===== src/rtl/stack_dump_pkg.sv =====
// Shared state encoding and helpers for the stack dump reader.
package stack_dump_pkg;

   typedef enum logic [2:0] {
      ST_IDLE   = 3'd0,
      ST_SHOW   = 3'd1,
      ST_POP    = 3'd2,
      ST_SETTLE = 3'd3,
      ST_DONE   = 3'd4
   } state_e;

   function automatic logic is_busy(input state_e st);
      return (st == ST_SHOW) || (st == ST_POP) || (st == ST_SETTLE);
   endfunction

endpackage


===== src/rtl/stack_dump_dwell_timer.sv =====
// Dwell timer: counts enabled cycles from a clear, saturating at HOLD_TICKS-1,
// and flags the final enabled cycle of the dwell.
module dwell_timer #(
   parameter int HOLD_TICKS = 50_000_000,
   parameter int HOLD_CW    = 26
) (
   input  logic clk,
   input  logic reset_n,
   input  logic clr_i,
   input  logic en_i,
   output logic expire_o
);

   localparam logic [HOLD_CW-1:0] LAST_CNT = HOLD_CW'(HOLD_TICKS - 1);

   logic [HOLD_CW-1:0] cnt_q;
   logic [HOLD_CW-1:0] cnt_d;

   // next count: clear wins, otherwise count up and park at the last tick
   always_comb begin
      cnt_d = cnt_q;
      if (clr_i) begin
         cnt_d = '0;
      end else if (en_i && (cnt_q != LAST_CNT)) begin
         cnt_d = cnt_q + HOLD_CW'(1);
      end else begin
         cnt_d = cnt_q;
      end
   end

   // count register
   always_ff @(posedge clk or negedge reset_n) begin
      if (!reset_n) begin
         cnt_q <= '0;
      end else begin
         cnt_q <= cnt_d;
      end
   end

   assign expire_o = en_i && (cnt_q == LAST_CNT);

endmodule


===== src/rtl/stack_dump.sv =====
// Stack dump reader: pops an external stack entry by entry, showing each for a fixed dwell.
// Optional build macro STACK_DUMP_COUNT_EN adds the item_cnt output (pops issued this dump).
module stack_dump #(
   parameter int DW         = 8,
   parameter int HOLD_TICKS = 50_000_000,
   parameter int HOLD_CW    = 26,
   parameter int CNT_W      = 5
) (
   input  logic          clk,
   input  logic          reset_n,
   input  logic          start,
   input  logic          abort,
   input  logic [DW-1:0] stk_rd_data,
   input  logic          stk_uf,
   output logic          stk_pop,
   output logic [DW-1:0] disp_data,
   output logic          disp_valid,
   output logic          busy,
   output logic          done
`ifdef STACK_DUMP_COUNT_EN
   ,
   output logic [CNT_W-1:0] item_cnt
`endif
);

   import stack_dump_pkg::*;

   if ((HOLD_TICKS < 1) || (CNT_W < 1) || ((64'd1 << HOLD_CW) <= 64'(HOLD_TICKS))) begin : g_param_err
      $error("stack_dump: illegal HOLD_TICKS/HOLD_CW/CNT_W combination");
   end

   state_e        state_q;
   state_e        state_d;
   logic [DW-1:0] disp_q;
   logic [DW-1:0] disp_d;
   logic          valid_q;
   logic          valid_d;
   logic          tmr_clr_s;
   logic          tmr_en_s;
   logic          tmr_expire_s;
   logic          pop_s;

   dwell_timer #(
      .HOLD_TICKS (HOLD_TICKS),
      .HOLD_CW    (HOLD_CW)
   ) u_dwell (
      .clk      (clk),
      .reset_n  (reset_n),
      .clr_i    (tmr_clr_s),
      .en_i     (tmr_en_s),
      .expire_o (tmr_expire_s)
   );

   // next-state and datapath control; abort beats every busy-state action
   always_comb begin
      state_d   = state_q;
      disp_d    = disp_q;
      valid_d   = valid_q;
      tmr_clr_s = 1'b0;
      tmr_en_s  = 1'b0;
      pop_s     = 1'b0;
      case (state_q)
         ST_IDLE: begin
            if (start && !abort) begin
               tmr_clr_s = 1'b1;
               if (stk_uf) begin
                  state_d = ST_DONE;
                  valid_d = 1'b0;
               end else begin
                  state_d = ST_SHOW;
                  disp_d  = stk_rd_data;
                  valid_d = 1'b1;
               end
            end else begin
               state_d = ST_IDLE;
            end
         end
         ST_SHOW: begin
            tmr_en_s = 1'b1;
            if (abort) begin
               state_d = ST_IDLE;
               valid_d = 1'b0;
            end else if (tmr_expire_s) begin
               state_d = ST_POP;
            end else begin
               state_d = ST_SHOW;
            end
         end
         ST_POP: begin
            // stk_uf is re-checked here in case someone else drained the stack
            if (abort) begin
               state_d = ST_IDLE;
               valid_d = 1'b0;
            end else if (stk_uf) begin
               state_d = ST_DONE;
            end else begin
               pop_s   = 1'b1;
               state_d = ST_SETTLE;
            end
         end
         ST_SETTLE: begin
            if (abort) begin
               state_d = ST_IDLE;
               valid_d = 1'b0;
            end else if (stk_uf) begin
               state_d = ST_DONE;
            end else begin
               state_d   = ST_SHOW;
               disp_d    = stk_rd_data;
               tmr_clr_s = 1'b1;
            end
         end
         ST_DONE: begin
            state_d = ST_IDLE;
         end
         default: begin
            state_d = ST_IDLE;
            valid_d = 1'b0;
         end
      endcase
   end

   // state and display registers
   always_ff @(posedge clk or negedge reset_n) begin
      if (!reset_n) begin
         state_q <= ST_IDLE;
         disp_q  <= '0;
         valid_q <= 1'b0;
      end else begin
         state_q <= state_d;
         disp_q  <= disp_d;
         valid_q <= valid_d;
      end
   end

`ifdef STACK_DUMP_COUNT_EN
   logic             start_acc_s;
   logic [CNT_W-1:0] item_q;
   logic [CNT_W-1:0] item_d;

   assign start_acc_s = (state_q == ST_IDLE) && start && !abort;

   // pops issued this dump, saturating at all-ones
   always_comb begin
      item_d = item_q;
      if (start_acc_s) begin
         item_d = '0;
      end else if (pop_s && (item_q != {CNT_W{1'b1}})) begin
         item_d = item_q + CNT_W'(1);
      end else begin
         item_d = item_q;
      end
   end

   // item counter register
   always_ff @(posedge clk or negedge reset_n) begin
      if (!reset_n) begin
         item_q <= '0;
      end else begin
         item_q <= item_d;
      end
   end

   assign item_cnt = item_q;
`endif

   // pop strobe stays combinational so abort or underflow can suppress it in the same cycle
   assign stk_pop    = pop_s;
   assign disp_data  = disp_q;
   assign disp_valid = valid_q;
   assign busy       = is_busy(state_q);
   assign done       = (state_q == ST_DONE);

endmodule


===== config.mk =====
export PLATFORM = sky130hd
export DESIGN_NAME = stack_dump
export DESIGN_NICKNAME = d
export VERILOG_FILES = /design/src/rtl/stack_dump_pkg.sv /design/src/rtl/stack_dump_dwell_timer.sv /design/src/rtl/stack_dump.sv
export SDC_FILE = /design/constraint.sdc
export NUM_CORES = 1
export LEC_CHECK = 0
export CAP_MARGIN = 20
export CORE_ASPECT_RATIO = 1.75
export CORE_MARGIN = 2
export CORE_UTILIZATION = 55
export CTS_CLUSTER_SIZE = 40
export DETAILED_ROUTE_END_ITERATION = 7
export GPL_TIMING_DRIVEN = 0
export PLACE_DENSITY = 0.87
export SLEW_MARGIN = 40
export SYNTH_ARGS = -nofsm -noshare
export SYNTH_HDL_FRONTEND = slang
export SYNTH_SLANG_ARGS = --single-unit

===== constraint.sdc =====
create_clock -name clk -period 2.28 [get_ports clk]
set_input_delay 0.684 -clock clk [delete_from_list [all_inputs] [get_ports clk]]
set_output_delay 0.684 -clock clk [all_outputs]
set_load 0.03 [all_outputs]

==> results of run 1 <==
==> critical path, stage by stage <==
cell,delay [ns]
clkbuf_2,0.11
or2_4,0.28
nor2_4,0.12
and3_4,0.19
buf_6,0.13
==> power by group through the flow <==
stage	Sequential [mW]	Clock [mW]	Combinational, mW
after CTS	0.773	0.557	0.317
after global placement	0.781	0	0.305
final	0.773	0.554	0.325
after global routing	0.781	0.583	0.345
after floorplan	0.853	0	0.0966
after detailed placement	0.785	0	0.311
==> area by class of cell <==
type / count / area [um^2]
fill: 285 / 1060
buffer: 7 / 47.5
inverter: 7 / 26.3
multi-input combinational: 142 / 1010
sequential: 38 / 951
timing repair buffer: 30 / 288
clock buffer: 8 / 110
tap: 46 / 57.6
==> registers in the layout (all words and copies together) (netlist names) <==
register / flops
u_dwell.cnt_q: 26
disp_data: 8
state_q: 3
disp_valid: 1
==> cells by family (layout without fill, tap and decap cells) <==
kind of cell	count (synthesis)	after routing
AND/OR/NAND/NOR	89	89
flip-flops	38	38
AO/OA/AOI/OAI	30	30
XOR/XNOR	14	14
buffers and inverters	14	52
multiplexers	8	8
adder cells (fa/ha/maj)	1	1
==> worst max path at each step <==
stage	startpoint	end	depth (start not counted)
floorplan	abort	stk_pop	3
CTS	abort	stk_pop	5
finish	abort	stk_pop	5
global route	start	disp_data[6]$_DFFE_PN0P_	5
global placement	abort	stk_pop	5
detailed placement	abort	stk_pop	5
==> layout by cell type, fill, tap and decap left out, types with 6 or more instances in the layout <==
cell	Yosys	final
buf_4	3	9
clkdlybuf4s50_1	0	18
o21ai_0	8	8
dfrtp_1	38	38
nand4_1	6	6
nand2_1	12	12
nor2_1	21	20
mux2_2	8	8
xnor2_1	13	13
a21oi_1	9	9
nand3_1	11	11
inv_1	7	7
clkbuf_8	0	8
==> per-layer routing <==
metal | track usage [%] | up-vias | part of all wire, %
li1 | - | 781 | -
met1 | 28.0 | 825 | 36
met2 | 43.5 | 58 | 57
met3 | 4.45 | 12 | 4.5
met4 | 10.4 | 0 | 2.6
met5 | 0 | - | 0
==> metrics by stage <==
stage	instance area (um^2)	cells	setup WS [ns]	utilization, %	power (mW)
floorplan	2020	194	0.131	-	0.949
global placement	2320	264	-0.898	65.2	1.09
detailed placement	2320	264	-0.940	65.2	1.10
CTS	2460	273	-0.0582	69.1	1.65
global route	2490	278	0.0371	70.2	1.71
finish	2490	278	0.0716	70.2	1.65
==> timing repair <==
| item | in CTS | in global routing |
|---|---|---|
| pin swaps | 1 | 3 |
| resized for setup | 15 | 3 |
| buffers inserted | 1 | 5 |
| setup endpoints to repair | 11 | 7 |
==> impl_metrics.ini, run 1 <==
[pwr]
sw_frac_of_total_pct = 28.8
power_frac_comb_pct = 19.7
p_seq_share_pct = 46.8
p_int_mw = 1.18
p_per_area_nw_per_um2 = 662
ir_worst_vdd_v = 0.000703
pwr-share-clk_pct = 33.6
p_leak_nw = 1.03
p_switching_uw = 476

[routing]
drt_iter0_drc = 66
drc = 0
wl_per_cell_um = 16.8
drtAntennaViolNets = 0
dr.pass1.iters = 4
viasPerCell = 6.03
wl_um = 4660
vias = 1676

[final_layout]
antenna_cells = 0
syn2layout_area_growth_pct = 23.4
num-nets-final = 245
drive_gt1_share_pct = 21.6

[yosys]
synth-seq-cells = 38
synth_top_family_by_area = simple AND/OR/NAND/NOR gates
yosys.area_share.adder_pct = 0.619
synthesis.instances = 194
yosysMostFrequentCell = dfrtp_1
synth_top_area_share_pct = 47.0
synth_compound_area_share_pct = 9.78
synthMuxAreaShare_pct = 4.46
async_flop_share_pct = 100
syn-num-nets = 208
synth_area_leader_cell = dfrtp_1
yosys-top-cells-count = dfrtp_1 (38), nor2_1 (21), xnor2_1 (13)
synthSimpleGateAreaFrac_pct = 28.4
synth-edff-count = 0
ys_warn_count = 0
ys_seq_area_share_pct = 47.0
avgSynthCellArea_um2 = 10.4
syn-cell-area_um2 = 2020
yosysUniqueCellTypes = 40
ys.flop_type = dfrtp_1
synth_area_leaders = dfrtp_1 (47%), xnor2_1 (5.6%), mux2_2 (4.5%), nor2_1 (3.9%), nand3_1 (2.7%)
synthXorXnorAreaFrac_pct = 6.06

[clock_network]
cts_hold_buf = 0
numClockSinks = 38
cts-root-buf = clkbuf_8
clk_latency_ns = 0.30
cts_tree = done
cts_buffer_depth = 2
clk_pin_slew_worst_paths_ns = 0.08
cts_made_buffers = 5
htreeDepth = 2

[grt]
grt_antenna_before_repair = 0
grt-ovfl-total = 0
grt_pass1_vias = 1666
grt_pass1_wl_um = 7850
grt_usage_pct = 24.5
grt_max_degree = 39

[min_path]
hold_path_class = primary input to asynchronous set/reset pin

[place]
finalWeightedCongestion = 0.868
dp_hpwl_um = 3080
port_buffers = 24

[floorplan]
ios = 25
coreArea_um2 = 3560
die_height_um = 84.2
start_util_pct = 56.9
dieArea_um2 = 4200
std_cell_rows = 29
die_width_um = 49.8

[timing]
max_slew_margin_pct = 67.8
setup_tns_ns = 0
final.min_clock_period_ns = 2.21
max_freq_mhz = 453
fin_skew_ns = 0.00664
slew_viol_final = 0
tightestPinTransition_ns = 0.482
worst_hold_slack_ns = 0.333
rsz0062_at_grt = no
post-route-period-util_pct = 96.9
setup_viol = 0
hold_viol = 0

[worst_setup_path]
worst_setup_path_end_kind = output port
setup.worst_path.start_class = primary input
regToRegSetupSlack_ns = 0.31
reg2reg_depth = 7
required_ns = 1.60
r2r_start = u_dwell.cnt_q[0]$_DFFE_PN0P_
crit_path_max_fanout = 3
r2r_end = u_dwell.cnt_q[2]$_DFFE_PN0P_
arrival_ns = 1.52
crit_type = primary input to output port

[run]
maxCapViolations = 0

[run_status]
status = finished, final reports clean
Note: power is estimated with default switching activity, not from simulation.
==> run 2, diff against run 1 <==
--- a/config.mk
+++ b/config.mk
@@ -13,6 +13,7 @@
 export DETAILED_ROUTE_END_ITERATION = 7
 export GPL_TIMING_DRIVEN = 0
 export PLACE_DENSITY = 0.87
+export RECOVER_POWER = 50
 export SLEW_MARGIN = 40
 export SYNTH_ARGS = -nofsm -noshare
 export SYNTH_HDL_FRONTEND = slang
==> impl_metrics.ini, run 2 (synthesized netlist as in run 1, its figures left out) <==
[run_status]
status = finished, final reports clean

[grt]
met2_usage_pct = 43.5
grt_antenna_before_repair = 0
met1_usage_pct = 28.0
grt_pass1_wl_um = 7850
grt_usage_pct = 24.5
grt-ovfl-total = 0
grt_max_degree = 39
grt_pass1_vias = 1666
busiest_layer = met2
met3_usage_pct = 4.45

[worst_setup_path]
worst_setup_path_end_kind = output port
r2r_end = u_dwell.cnt_q[2]$_DFFE_PN0P_
regToRegSetupSlack_ns = 0.31
crit_end = stk_pop
crit_path_max_fanout = 3
r2r_start = u_dwell.cnt_q[0]$_DFFE_PN0P_
setup.worst_path.start_class = primary input
reg2reg_depth = 7
crit_path_start = abort
required_ns = 1.60
crit_type = primary input to output port
arrival_ns = 1.52

[final_layout]
final_cells = 278
drive_gt1_share_pct = 21.6
syn2layout_area_growth_pct = 23.3
num-nets-final = 245
fillers = 285
largest_reg_flops = 26
max_flop_register = u_dwell.cnt_q
layout_common_cells = dfrtp_1 (38), nor2_1 (20), clkdlybuf4s50_1 (16), xnor2_1 (13), nand2_1 (12)
design_area_um2 = 2490
final_common_cell = dfrtp_1
antenna_cells = 0

[timing]
fin_skew_ns = 0.00664
rsz0062_at_grt = no
setup_viol = 0
tightestPinTransition_ns = 0.944
layout_setup_ws_ns = 0.0716
slew_viol_final = 0
worst_hold_slack_ns = 0.506
final.min_clock_period_ns = 2.21
max_freq_mhz = 453
post-route-period-util_pct = 96.9
hold_viol = 0
max_slew_margin_pct = 37.1

[clock_network]
cts_tree = done
clk_latency_ns = 0.30
cts_hold_buf = 0
cts_buffer_depth = 2
cts_made_buffers = 5
cts-root-buf = clkbuf_8
clk_pin_slew_worst_paths_ns = 0.08
numClockSinks = 38
htreeDepth = 2

[floorplan]
die_height_um = 84.2
dieArea_um2 = 4200
ios = 25
die_width_um = 49.8
std_cell_rows = 29
coreArea_um2 = 3560
start_util_pct = 56.9

[pwr]
p_per_area_nw_per_um2 = 661
pwr-share-clk_pct = 33.6
p_seq_share_pct = 46.9
p_leak_nw = 1.04
ir_worst_vdd_v = 0.000703
sw_frac_of_total_pct = 28.9
p_switching_uw = 476
power_frac_comb_pct = 19.5
power.total_mw = 1.65
p_int_mw = 1.17

[routing]
viasPerCell = 6.04
wl_per_cell_um = 16.8
wl_um = 4660
drt_iter0_drc = 66
dr.pass1.iters = 4
drc = 0
drtAntennaViolNets = 0
vias = 1678

[run]
maxCapViolations = 0

[place]
finalWeightedCongestion = 0.868
place_inst = 264
port_buffers = 24
preCtsSetupSlack_ns = -0.940
placed_cell_area_um2 = 2320
dp_hpwl_um = 3080

[min_path]
hold_path_class = primary input to asynchronous set/reset pin
==> run 2: cell count changes in the layout (fill, tap and decap cells not counted) <==
cell | before | now
clkdlybuf4s50_1 | 18 | 16
buf_4 | 9 | 8
clkbuf_2 | 1 | 2
dlygate4sd3_1 | 0 | 2
==> run 2: area by class of cell <==
class                   instances  area, um^2  area share [%]
flip-flops and latches         38         951            38.2
inverters                       7        26.3            1.05
multi-input cells             142        1010            40.7
plain buffers                   7        47.5            1.91
clock buffers                   8         110            4.42
well taps                      46        57.6            2.31
repair buffers                 30         285            11.4
==> run 2: what timing repair did <==
action | CTS | global route
setup buffers | 1 | 5
resized for setup | 15 | 3
pin swaps | 1 | 3
setup endpoints to repair | 11 | 7
==> run 2: how the worst min path moves through the flow <==
stage	startpoint	end	slack, ns	cells after the start
6_report	reset_n	u_dwell.cnt_q[14]$_DFFE_PN0P_	0.51	1
5_1_grt	disp_data[3]$_DFFE_PN0P_	disp_data[3]$_DFFE_PN0P_	0.54	1
4_1_cts	reset_n	u_dwell.cnt_q[19]$_DFFE_PN0P_	0.36	1
3_5_place_dp	disp_data[4]$_DFFE_PN0P_	disp_data[4]$_DFFE_PN0P_	0.50	1
3_3_place_gp	u_dwell.cnt_q[4]$_DFFE_PN0P_	u_dwell.cnt_q[4]$_DFFE_PN0P_	0.49	1
2_1_floorplan	reset_n	disp_data[0]$_DFFE_PN0P_	0.39	0
==> run 2: stage by stage <==
| stage | TNS [ns] | util (%) |
|---|---|---|
| 2_1_floorplan | 0 | - |
| 3_3_place_gp | -20.38 | 65.2 |
| 3_5_place_dp | -5.60 | 65.2 |
| 4_1_cts | -0.0582 | 69.1 |
| 5_1_grt | 0 | 70.1 |
| 6_report | 0 | 70.1 |
==> run 2: power by group through the flow <==
stage	clock network [mW]	logic (mW)	registers, mW
2_1_floorplan	0	0.0966	0.853
3_3_place_gp	0	0.305	0.781
3_5_place_dp	0	0.311	0.785
4_1_cts	0.557	0.317	0.773
5_1_grt	0.583	0.342	0.781
6_report	0.554	0.321	0.772
==> run 2: critical path, stage by stage <==
cell and delay (ns):
clkbuf_2 0.11, or2_4 0.28, nor2_4 0.12, and3_4 0.19, buf_6 0.13
==> run 2: per-layer routing <==
| metal | vias to the layer above | part of all wire, % |
|---|---|---|
| li1 | 781 | - |
| met1 | 827 | 36 |
| met2 | 58 | 57 |
| met3 | 12 | 4.5 |
| met4 | 0 | 2.6 |
| met5 | - | 0 |
==> run 3, diff against run 2 <==
--- a/config.mk
+++ b/config.mk
@@ -8,11 +8,10 @@
 export CAP_MARGIN = 20
 export CORE_ASPECT_RATIO = 1.75
 export CORE_MARGIN = 2
-export CORE_UTILIZATION = 55
-export CTS_CLUSTER_SIZE = 40
+export CORE_UTILIZATION = 59
 export DETAILED_ROUTE_END_ITERATION = 7
 export GPL_TIMING_DRIVEN = 0
-export PLACE_DENSITY = 0.87
+export PLACE_DENSITY = 0.92
 export RECOVER_POWER = 50
 export SLEW_MARGIN = 40
 export SYNTH_ARGS = -nofsm -noshare
==> constraint.sdc (replaced) <==
create_clock -name clk -period 2.6 [get_ports clk]
set_input_delay 0.78 -clock clk [delete_from_list [all_inputs] [get_ports clk]]
set_output_delay 0.78 -clock clk [all_outputs]
set_load 0.03 [all_outputs]
==> impl_metrics.ini, run 3 (synthesized netlist as in run 1, its figures left out) <==
[routing]
dr_wl_met3_um = 202
topRoutingLayerUsed = met4
wl_per_cell_um = 16.4
viasPerCell = 6.08
dr.pass1.iters = 4
drt_iter0_drc = 29
met2_length_um = 2480
drc = 0
drtAntennaViolNets = 0
vias = 1653
wl_um = 4450
wl_met1_um = 1610

[clock_network]
clk_latency_ns = 0.30
cts_made_buffers = 5
cts-root-buf = clkbuf_8
numClockSinks = 38
htreeDepth = 2
clk_pin_slew_worst_paths_ns = 0.07
cts_buffer_depth = 2
cts_tree = done
cts_hold_buf = 0

[final_layout]
design_area_um2 = 2450
drive_gt1_share_pct = 18.9
final_cells = 272
antenna_cells = 0
syn2layout_area_growth_pct = 21.0
largest_reg_flops = 26
num-nets-final = 240
max_flop_register = u_dwell.cnt_q
layout_common_cells = dfrtp_1 (38), nor2_1 (20), clkdlybuf4s50_1 (18), xnor2_1 (13), nand2_1 (12)
fin_util_pct = 73.5
final_common_cell = dfrtp_1

[grt]
grt-ovfl-total = 0
grt_antenna_before_repair = 0
grt_usage_pct = 27.7
grt_pass1_vias = 1768
grt_pass1_wl_um = 7770
grt_max_degree = 39

[timing]
worst_hold_slack_ns = 0.510
final.min_clock_period_ns = 2.54
hold_viol = 0
post-route-period-util_pct = 97.6
fin_skew_ns = 0.00485
setup_tns_ns = 0
max_slew_margin_pct = 36.7
max_freq_mhz = 394
tightestPinTransition_ns = 0.950
setup_viol = 0
rsz0062_at_grt = no
slew_viol_final = 0

[min_path]
hold_path_class = flip-flop to flip-flop

[pwr]
p_per_area_nw_per_um2 = 585
ir_worst_vdd_v = 0.000496
p_leak_nw = 1.02

[run_status]
status = finished, final reports clean

[worst_setup_path]
crit_end = stk_pop
max_stage_delay_ns = 0.27
path_cells = dlygate4sd2_1 -> or2_4 -> nor2_4 -> and3_4 -> buf_6
required_ns = 1.82
cp_slowest_cell = or2_4
setup.worst_path.start_class = primary input
crit_type = primary input to output port
r2r_start = u_dwell.cnt_q[10]$_DFFE_PN0P_
worst_setup_path_end_kind = output port
regToRegSetupSlack_ns = 0.57
crit_path_start = abort
crit_path_max_fanout = 3
r2r_end = u_dwell.cnt_q[2]$_DFFE_PN0P_
reg2reg_depth = 7
arrival_ns = 1.76

[floorplan]
die_height_um = 81.4
ios = 25
std_cell_rows = 28
start_util_pct = 60.8
dieArea_um2 = 3930
coreArea_um2 = 3330
die_width_um = 48.3

[run]
maxCapViolations = 0

[place]
placed_cell_area_um2 = 2320
place_inst = 263
dp_hpwl_um = 3100
port_buffers = 24
finalWeightedCongestion = 0.853
-- run 3: where the power goes --
group	internal, mW	total, mW	switching, mW	leakage (nW)
Sequential	0.635	0.677	0.0417	0.510
Clock	0.268	0.480	0.212	0.0575
Combinational	0.121	0.274	0.153	0.448
Total	1.02	1.43	0.407	1.02
-- run 3: worst min-delay path by stage --
| stage | from | to | slack [ns] | cells after the start |
|---|---|---|---|---|
| after global routing | disp_data[7]$_DFFE_PN0P_ | disp_data[7]$_DFFE_PN0P_ | 0.53 | 1 |
| final | disp_data[7]$_DFFE_PN0P_ | disp_data[7]$_DFFE_PN0P_ | 0.51 | 1 |
| after global placement | u_dwell.cnt_q[4]$_DFFE_PN0P_ | u_dwell.cnt_q[4]$_DFFE_PN0P_ | 0.48 | 1 |
| after floorplan | u_dwell.cnt_q[4]$_DFFE_PN0P_ | u_dwell.cnt_q[4]$_DFFE_PN0P_ | 0.47 | 1 |
| after detailed placement | disp_data[7]$_DFFE_PN0P_ | disp_data[7]$_DFFE_PN0P_ | 0.50 | 1 |
| after CTS | reset_n | u_dwell.cnt_q[17]$_DFFE_PN0P_ | 0.45 | 1 |
-- run 3: what timing repair did --
item / CTS / global route
pin swaps: 1 / 0
setup endpoints to repair: 1 / 1
buffers inserted: 1 / 0
gates resized for setup: 13 / 1
hold endpoints to repair: 0 / 0
-- run 3: layout make-up --
| class | count | area (um^2) |
|---|---|---|
| inverter | 7 | 26.3 |
| buffer | 7 | 47.5 |
| timing repair buffer | 25 | 244 |
| multi-input combinational | 142 | 1010 |
| fill | 234 | 881 |
| clock buffer | 8 | 110 |
| tap | 45 | 56.3 |
| sequential | 38 | 951 |
-- run 3: routing by layer --
layer,GRT usage [%],up-vias
met5,0,-
met4,16.2,0
met3,6.37,15
met2,44.7,46
met1,31.7,831
li1,-,761
-- run 3: per-stage QoR --
stage | setup WS (ns) | power (mW)
floorplan | 0.259 | 0.833
global placement | -0.777 | 0.952
detailed placement | -0.789 | 0.961
CTS | 0.0405 | 1.44
global route | 0.0436 | 1.48
finish | 0.0612 | 1.43
-- run 3: critical path: cells and delay by family --
kind	cells	cell delay (ns)
buffers and inverters	2	0.39
and+or+nand+nor	3	0.59
